==> config.mk <==
export PLATFORM = sky130hd
export DESIGN_NAME = i2s_rx
export DESIGN_NICKNAME = d
export VERILOG_FILES = /design/src/rtl/i2s_rx.sv
export SDC_FILE = /design/constraint.sdc
export NUM_CORES = 1
export LEC_CHECK = 0
export ABC_CLOCK_PERIOD_IN_PS = 3400
export BUFFER_PORTS_ARGS = -buffer_cell sky130_fd_sc_hd__buf_2
export CAP_MARGIN = 20
export CORE_ASPECT_RATIO = 0.6
export CORE_MARGIN = 2
export CORE_UTILIZATION = 61
export DETAILED_ROUTE_END_ITERATION = 7
export HOLD_SLACK_MARGIN = 0.1
export PLACE_DENSITY = 0.86
export SYNTH_ARGS = -nofsm -noshare
export SYNTH_HDL_FRONTEND = slang
export SYNTH_SLANG_ARGS = --single-unit
export TNS_END_PERCENT = 10
==> constraint.sdc <==
create_clock -name clk -period 3.4 [get_ports clk]
set_input_delay 0.17 -clock clk [delete_from_list [all_inputs] [get_ports clk]]
set_output_delay 0.17 -clock clk [all_outputs]
set_load 0.01 [all_outputs]
==> src/rtl/i2s_rx.sv <==
// I2S / left-justified serial audio receiver: oversamples the link on clk and extracts one channel.
// Optional BCK-loss timeout is compiled in when I2S_RX_TIMEOUT_EN is defined.
`timescale 1ns/1ps
module i2s_rx #(
  parameter int unsigned A       = 8,
  parameter int unsigned W       = 32,
  parameter int unsigned TO_BITS = 10
) (
  input  logic         clk,
  input  logic         rst,
  input  logic         i2s_bck,
  input  logic         i2s_ws,
  input  logic         i2s_sd,
  input  logic         i2s_ws_align,
  input  logic         audio_chan_sel,
  output logic [A-1:0] audio,
  output logic         audio_valid,
  output logic         i2s_active
);

  localparam int unsigned   CW      = (W > 1) ? $clog2(W) : 1;
  localparam logic [CW-1:0] CNT_MAX = CW'(W - 1);

  if (A < 2 || A > W || TO_BITS < 2) begin : g_param_check
    $error("i2s_rx: parameters out of range");
  end

  logic          bck_s1_q, bck_s2_q, bck_s3_q;
  logic          ws_s1_q, ws_s2_q;
  logic          sd_s1_q, sd_s2_q;
  logic [A-1:0]  sh_q, sh_d;
  logic [CW-1:0] cnt_q, cnt_d;
  logic          ws_prev_q, ws_prev_d;
  logic          synced_q, synced_d;
  logic          close_q, close_d;
  logic [A-1:0]  close_data_q, close_data_d;
  logic [A-1:0]  audio_q, audio_d;
  logic          valid_q, valid_d;

  logic          bck_rise;
  logic          ws_chg;
  logic [A-1:0]  sh_acc;
  logic [CW-1:0] cnt_acc;

`ifdef I2S_RX_TIMEOUT_EN
  localparam logic [TO_BITS-1:0] TO_MAX = '1;
  logic [TO_BITS-1:0] to_cnt_q, to_cnt_d;
  logic               to_fire_q, to_fire_d;
`endif

  // Short slots are padded with zero LSBs so the MSB always lands in audio[A-1].
  function automatic logic [A-1:0] left_justify(input logic [A-1:0] d, input logic [CW-1:0] n);
    logic [A-1:0] r;
    if (32'(n) >= A) r = d;
    else             r = d << (A - 32'(n));
    return r;
  endfunction

  assign bck_rise = bck_s2_q & ~bck_s3_q;
  assign ws_chg   = bck_rise & (ws_s2_q != ws_prev_q);
  assign sh_acc   = (32'(cnt_q) < A) ? {sh_q[A-2:0], sd_s2_q} : sh_q;
  assign cnt_acc  = (cnt_q == CNT_MAX) ? cnt_q : cnt_q + 1'b1;

  always_comb begin
    sh_d         = sh_q;
    cnt_d        = cnt_q;
    ws_prev_d    = ws_prev_q;
    synced_d     = synced_q;
    close_d      = 1'b0;
    close_data_d = close_data_q;
    if (bck_rise) begin
      ws_prev_d = ws_s2_q;
      if (ws_chg) begin
        synced_d = 1'b1;
        close_d  = synced_q & (ws_prev_q == audio_chan_sel);
        // Alignment only matters at a slot boundary, so sampling it here makes mid-slot changes inert.
        if (i2s_ws_align) begin
          close_data_d = left_justify(sh_q, cnt_q);
          sh_d         = A'(sd_s2_q);
          cnt_d        = CW'(1);
        end else begin
          close_data_d = left_justify(sh_acc, cnt_acc);
          sh_d         = '0;
          cnt_d        = '0;
        end
      end else begin
        sh_d  = sh_acc;
        cnt_d = cnt_acc;
      end
    end

    audio_d = close_q ? close_data_q : audio_q;
    valid_d = close_q;
`ifdef I2S_RX_TIMEOUT_EN
    if (to_fire_q) begin
      synced_d = 1'b0;
      audio_d  = '0;
      valid_d  = 1'b1;
    end
`endif
  end

  always_ff @(posedge clk) begin
    if (rst) begin
      bck_s1_q     <= 1'b0;
      bck_s2_q     <= 1'b0;
      bck_s3_q     <= 1'b0;
      ws_s1_q      <= 1'b0;
      ws_s2_q      <= 1'b0;
      sd_s1_q      <= 1'b0;
      sd_s2_q      <= 1'b0;
      sh_q         <= '0;
      cnt_q        <= '0;
      ws_prev_q    <= 1'b0;
      synced_q     <= 1'b0;
      close_q      <= 1'b0;
      close_data_q <= '0;
      audio_q      <= '0;
      valid_q      <= 1'b0;
    end else begin
      bck_s1_q     <= i2s_bck;
      bck_s2_q     <= bck_s1_q;
      bck_s3_q     <= bck_s2_q;
      ws_s1_q      <= i2s_ws;
      ws_s2_q      <= ws_s1_q;
      sd_s1_q      <= i2s_sd;
      sd_s2_q      <= sd_s1_q;
      sh_q         <= sh_d;
      cnt_q        <= cnt_d;
      ws_prev_q    <= ws_prev_d;
      synced_q     <= synced_d;
      close_q      <= close_d;
      close_data_q <= close_data_d;
      audio_q      <= audio_d;
      valid_q      <= valid_d;
    end
  end

`ifdef I2S_RX_TIMEOUT_EN
  // Counter parks at TO_MAX so a stopped link produces a single silence strobe.
  always_comb begin
    to_cnt_d  = to_cnt_q;
    to_fire_d = 1'b0;
    if (bck_rise) begin
      to_cnt_d = '0;
    end else if (to_cnt_q != TO_MAX) begin
      to_cnt_d  = to_cnt_q + 1'b1;
      to_fire_d = (to_cnt_q == TO_MAX - 1'b1);
    end
  end

  always_ff @(posedge clk) begin
    if (rst) begin
      to_cnt_q  <= '0;
      to_fire_q <= 1'b0;
    end else begin
      to_cnt_q  <= to_cnt_d;
      to_fire_q <= to_fire_d;
    end
  end
`endif

  assign audio       = audio_q;
  assign audio_valid = valid_q;
  assign i2s_active  = synced_q;

endmodule

Word-level counts from Yosys, hierarchy flattened --
Cells that the tools add are included.
Storage, ports and cells: bits in registers 40, input bits 7, output and inout bits 10, logic and storage cells 43
Cells by class: add/subtract/negate cells 3, magnitude comparators 3, equality and inequality tests 3, shifts and indexed selects 2, mux-type cells 9, bitwise operators 6, reductions and logical operators 2
Operator list (count):
- $shl A8 B32 Y8 | 2
- $mux W8 | 5
- $sub A4 B5 Y6 const A | 2
- $ge A5 B4 Y1 const B | 2
- $mux W5 | 2
- $add A5 B1 Y5 const B | 1
- $eq A5 B5 Y1 const B | 1
- $lt A5 B4 Y1 const B | 1
- $and A1 B1 Y1 | 3
- $not A1 Y1 | 3
- $reduce_or A3 Y1 | 1
- $mux W1 | 2
- $reduce_and A2 Y1 | 1
- $eq A1 B1 Y1 | 1
- $ne A1 B1 Y1 | 1

Longest topological paths before layout --
depth after elaboration 6, mapped depth 12, depth with buffers taken out 10

Worst setup path before layout --
Ideal clock, no wire load.
path type reg2reg, start register cnt_q[0], end register close_data_q[4], library setup time 0.059 ns, arrival 2.572 ns, data required time 3.341 ns, path slack 0.769 ns, stages on the path, launching flop included 11, buffers on the path 2, clock period less this slack 2.631 ns, path through dfxtp_1 -> buf_2 -> inv_1 -> ha_1 -> clkbuf_1 -> a21oi_1 -> ha_1 -> xnor2_1 -> mux2_2 -> o21ai_1 -> a22o_1
On the way: longest elaborated chain between the ends 6, elaborated cells between the ends (all ways) 14, classes of those cells 3 x add/sub; 3 x order compare; 1 x eq/ne; 2 x shift; 5 x mux
Ends and longest elaborated chain:
- start, declared | RTL line 32 | logic [CW-1:0] cnt_q, cnt_d;
- start signal, assigned | RTL line 129 | cnt_q <= cnt_d;
- $add A5 B1 Y5 or $eq A5 B5 Y1 (tied branches) | RTL line 62 | assign cnt_acc = (cnt_q == CNT_MAX) ? cnt_q : cnt_q + 1'b1;
- $mux W5 | RTL line 62
- $sub A4 B5 Y6 | RTL line 55 | else r = d << (A - 32'(n));
- $shl A8 B32 Y8 | RTL line 55
- $mux W8 | RTL line 54 | if (32'(n) >= A) r = d;
- $mux W8 * | RTL line 77 | if (i2s_ws_align) begin
- end signal, assigned | RTL line 133 | close_data_q <= close_data_d;
- end, declared | RTL line 36 | logic [A-1:0] close_data_q, close_data_d;
Every way passes the cells marked *; elsewhere a longest branch is shown, timed or not. A chain may end at the register's enable or synchronous reset.

Worst setup path in the final report --
start register cnt_q[0], end register close_data_q[1]
Same word-level chain as after synthesis.

==> run_results.csv <==
group,metric,value,unit
synth,yosysUniqueCellTypes,60,
floorplanning,core,0.004144,mm2
clock_tree,clk_pin_slew,0.08,ns
place,port_buffers,16,
setup_path,r2r_end,"close_data_q[1]$_SDFFE_PP0P_",
synth,synth_area_leader_cell,"dfxtp_1",
timing,clock_skew,0.008347,ns
route,vias,2601,
grt,grt_pass1_vias,2240,
setup_path,crit_type,"flop to flop",
timing,rsz0062_at_grt,"false",
synth,ys_async_sr_fraction,0,%
setup_path,cp_data_required_time,3.63,ns
setup_path,arrival,3.16,ns
grt,grt-ovfl-total,0,
setup_path,path_max_fanout,10,
clock_tree,cts_tree,"built",
setup_path,crit_path_start_kind,"flop",
setup_path,critPathCaptureType,"flop",
route,drc,0,
synth,ys_ff_latch,40,
synth,syn-num-nets,344,
synth,synth_seq_area_share,30.12,%
clock_tree,root_buffer,"clkbuf_8",
power_and_ir_drop,power.density,353.3,mW/mm2
floorplanning,rows,18,
place,placed_cells,389,
place,hpwl,5195,um
timing,hold_slack,0.09216,ns
synth,synth_top_cell_area_share,30.12,%
timing,fmax,340.3,MHz
power_and_ir_drop,power.leakage,1.030,nW
floorplanning,die_x,89.23,um
clock_tree,clkLatencyLatePin,0.29,ns
clock_tree,cts_inserted_buffers,5,
route,drtIter0Drc,358,
cells_and_area,area_delta_synth_final,7.529,%
grt,grt.met3_usage,9.199,%
grt,grt_busiest_layer,"met1",
clock_tree,cts-resized-gates,0,
timing,finalCriticalPeriod,2.938,ns
hold_path,min_path_type,"primary input to flop",
floorplanning,dieArea,0.004920,mm2
timing,tightest_slew,1.130,ns
clock_tree,clk_path_buf_depth,2,
setup_path,reg2reg_depth,9,
hold_path,min_from,"i2s_sd",
job,max_cap_viol_count,0,
synth,ys_warn_count,0,
hold_path,hold_path_depth,2,
synth,syn_avg_cell_area,7.960,um2
setup_path,rr_startpoint,"cnt_q[0]$_SDFFE_PP0P_",
floorplanning,pin_count,17,
route,post_drt_wl_per_cell,18.31,um
power_and_ir_drop,max-vdd-ir-drop,207.9,uV
hold_path,min_to,"sd_s1_q$_SDFF_PP0_",
timing,setup_slack,0.4617,ns
place,dp_slack,0.5559,ns
timing,tns,0,ns
outcome,status,"finished, final reports clean",
cells_and_area,fin_util,68.99,%
timing,hold_viol_final,0,
synth,netlist_area,0.002659,mm2
timing,drv_slew,0,
place,routabilityCongestion,1.009,
grt,antenna_found_initial,0,
cells_and_area,fin_nets,347,
floorplanning,die_h,55.14,um
synth,synth_edf_count,0,
grt,track_usage,30.85,%
grt,grt_max_degree,34,
floorplanning,initial_core_util,64.16,%
grt,grt_util_met2,42.96,%
timing,setup_viol,0,
grt,grt_pass1_wl,11220,um
synth,ys_top_cells_by_area,"dfxtp_1 30%, mux2i_1 6.0%, a21oi_1 5.6%",
cells_and_area,fin_cells,398,
route,ant_nets,0,
synth,synth_top_flop_cell,"dfxtp_1",
clock_tree,cts.sinks,40,
cells_and_area,diodes,0,
clock_tree,post-cts-setup-buffers,0,
timing,min_period_over_period,86.42,%
route,drt-pass1-iter-count,6,
setup_path,ff2ff_setup_slack,0.46,ns
cells_and_area,nFillCells,371,
route,drt_wl_total,7288,um
grt,grtUsageMet1,44.80,%
cells_and_area,drive_above_1_share,13.91,%
synth,synthCells,334,
route,vias_per_cell,6.535,
clock_tree,htree_levels,2,
timing,maxSlewHeadroom,24.36,%
[how the worst max path moves through the flow]
| stage | startpoint | end | slack [ns] | cells after the start |
|---|---|---|---|---|
| CTS | cnt_q[0]$_SDFFE_PP0P_ | close_data_q[1]$_SDFFE_PP0P_ | 0.53 | 9 |
| finish | cnt_q[0]$_SDFFE_PP0P_ | close_data_q[1]$_SDFFE_PP0P_ | 0.46 | 9 |
| floorplan | cnt_q[0]$_SDFFE_PP0P_ | close_data_q[4]$_SDFFE_PP0P_ | 0.77 | 10 |
| global route | cnt_q[0]$_SDFFE_PP0P_ | close_data_q[3]$_SDFFE_PP0P_ | 0.22 | 10 |
| detailed placement | cnt_q[0]$_SDFFE_PP0P_ | close_data_q[7]$_SDFFE_PP0P_ | 0.56 | 9 |
| global placement | cnt_q[0]$_SDFFE_PP0P_ | close_data_q[7]$_SDFFE_PP0P_ | 0.69 | 9 |
[stage by stage]
| stage | area [um2] | total power, W |
|---|---|---|
| CTS | 2859 | 0.001008 |
| detailed placement | 2728 | 0.0006004 |
| global placement | 2728 | 0.0005991 |
| finish | 2859 | 0.001010 |
| global route | 2859 | 0.001045 |
| floorplan | 2659 | 0.0005755 |
[registers in the layout, summed over array words and instances, names as in the netlist]
| signal | cells |
|---|---|
| audio | 8 |
| audio_valid | 1 |
| bck_s1_q | 1 |
| bck_s2_q | 1 |
| bck_s3_q | 1 |
| close_data_q | 8 |
| close_q | 1 |
| cnt_q | 5 |
| i2s_active | 1 |
| sd_s1_q | 1 |
| sd_s2_q | 1 |
| sh_q | 8 |
| ws_prev_q | 1 |
| ws_s1_q | 1 |
| ws_s2_q | 1 |
[power breakdown]
part           internal, W  switching (W)
logic            0.0000425      0.0000750
registers         0.000473     0.00000467
clock network     0.000240       0.000175
[repair_timing]
item / 4_1_cts / 5_1_grt
setup endpoints to repair: 0 / 0
hold buffers: 1 / 0
endpoints found under the hold margin: 1 / 0
[worst max-delay path, cell delays in order (launching register included)]
cell and delay (ns):
dfxtp_1 0.53, ha_1 0.23, buf_4 0.16, nand4_1 0.24
a21oi_1 0.33, ha_1 0.30, nor4b_1 0.29, a22oi_1 0.24
or3_1 0.41, a21oi_1 0.14
[logic make-up (layout without fill, tap and decap cells)]
group | count (synthesis) | after routing | synth area share [%]
xor gates and xnor gates | 8 | 8 | 3.341
adders and majority gates | 3 | 3 | 1.412
muxes | 21 | 21 | 9.411
and+or+nand+nor | 119 | 119 | 21.65
buffers and inverters | 36 | 40 | 6.776
DFF | 40 | 40 | 30.12
AOI/OAI and AO/OA | 107 | 107 | 27.30
[layer usage]
metal  vias up  share of wire [%]  routed length [um]
li1       1226                  -                   -
met1      1188                 45                3249
met2       166                 40                2891
met3        19                 14                1014
met4         2                1.3                  92
met5         -               0.56                  41
[layout make-up]
cell class,count,area (um2),area share (%)
repair buffers,27,165.2,5.777
well taps,60,75.07,2.626
inverters,5,18.77,0.6565
multi-input cells,258,1678,58.69
flip-flops and latches,40,800.8,28.01
clock buffers,6,82.58,2.888
clock inverters,2,38.79,1.357
[cell usage in the layout (no fill, tap or decap), types with 3 or more instances in the layout]
cell type  synthesis  routed
dfxtp_1           40      40
nor2_1            36      36
nand2_1           31      31
a21oi_1           30      30
a22oi_1           16      16
nor2b_1           16      16
mux2i_1           16      16
buf_2              6      16
o21ai_0           10      10
buf_4              2      10
a211oi_1           8       8
a31oi_1            7       7
nor3_1             6       6
o21ai_1            6       6
nand3_1            6       6
clkbuf_8           0       6
inv_1              5       5
o31ai_1            5       5
xor2_1             4       4
and3_1             4       4
nand2b_1           3       3
xnor2_1            3       3
mux4_2             3       3
ha_1               3       3
[synth_stat cells, drive strengths merged (4+ instances only)]
library cell,count
o31ai,5
and3,4
clkbuf,19
a21oi,31
nand2,32
nand3,6
a31oi,7
nor2,37
o21ai,17
inv,5
xor2,4
a211oi,8
a22oi,16
nor2b,16
mux2i,16
xnor2,4
nor3,6
dfxtp,40
buf,12
Note: power is estimated with default switching activity, not from simulation.
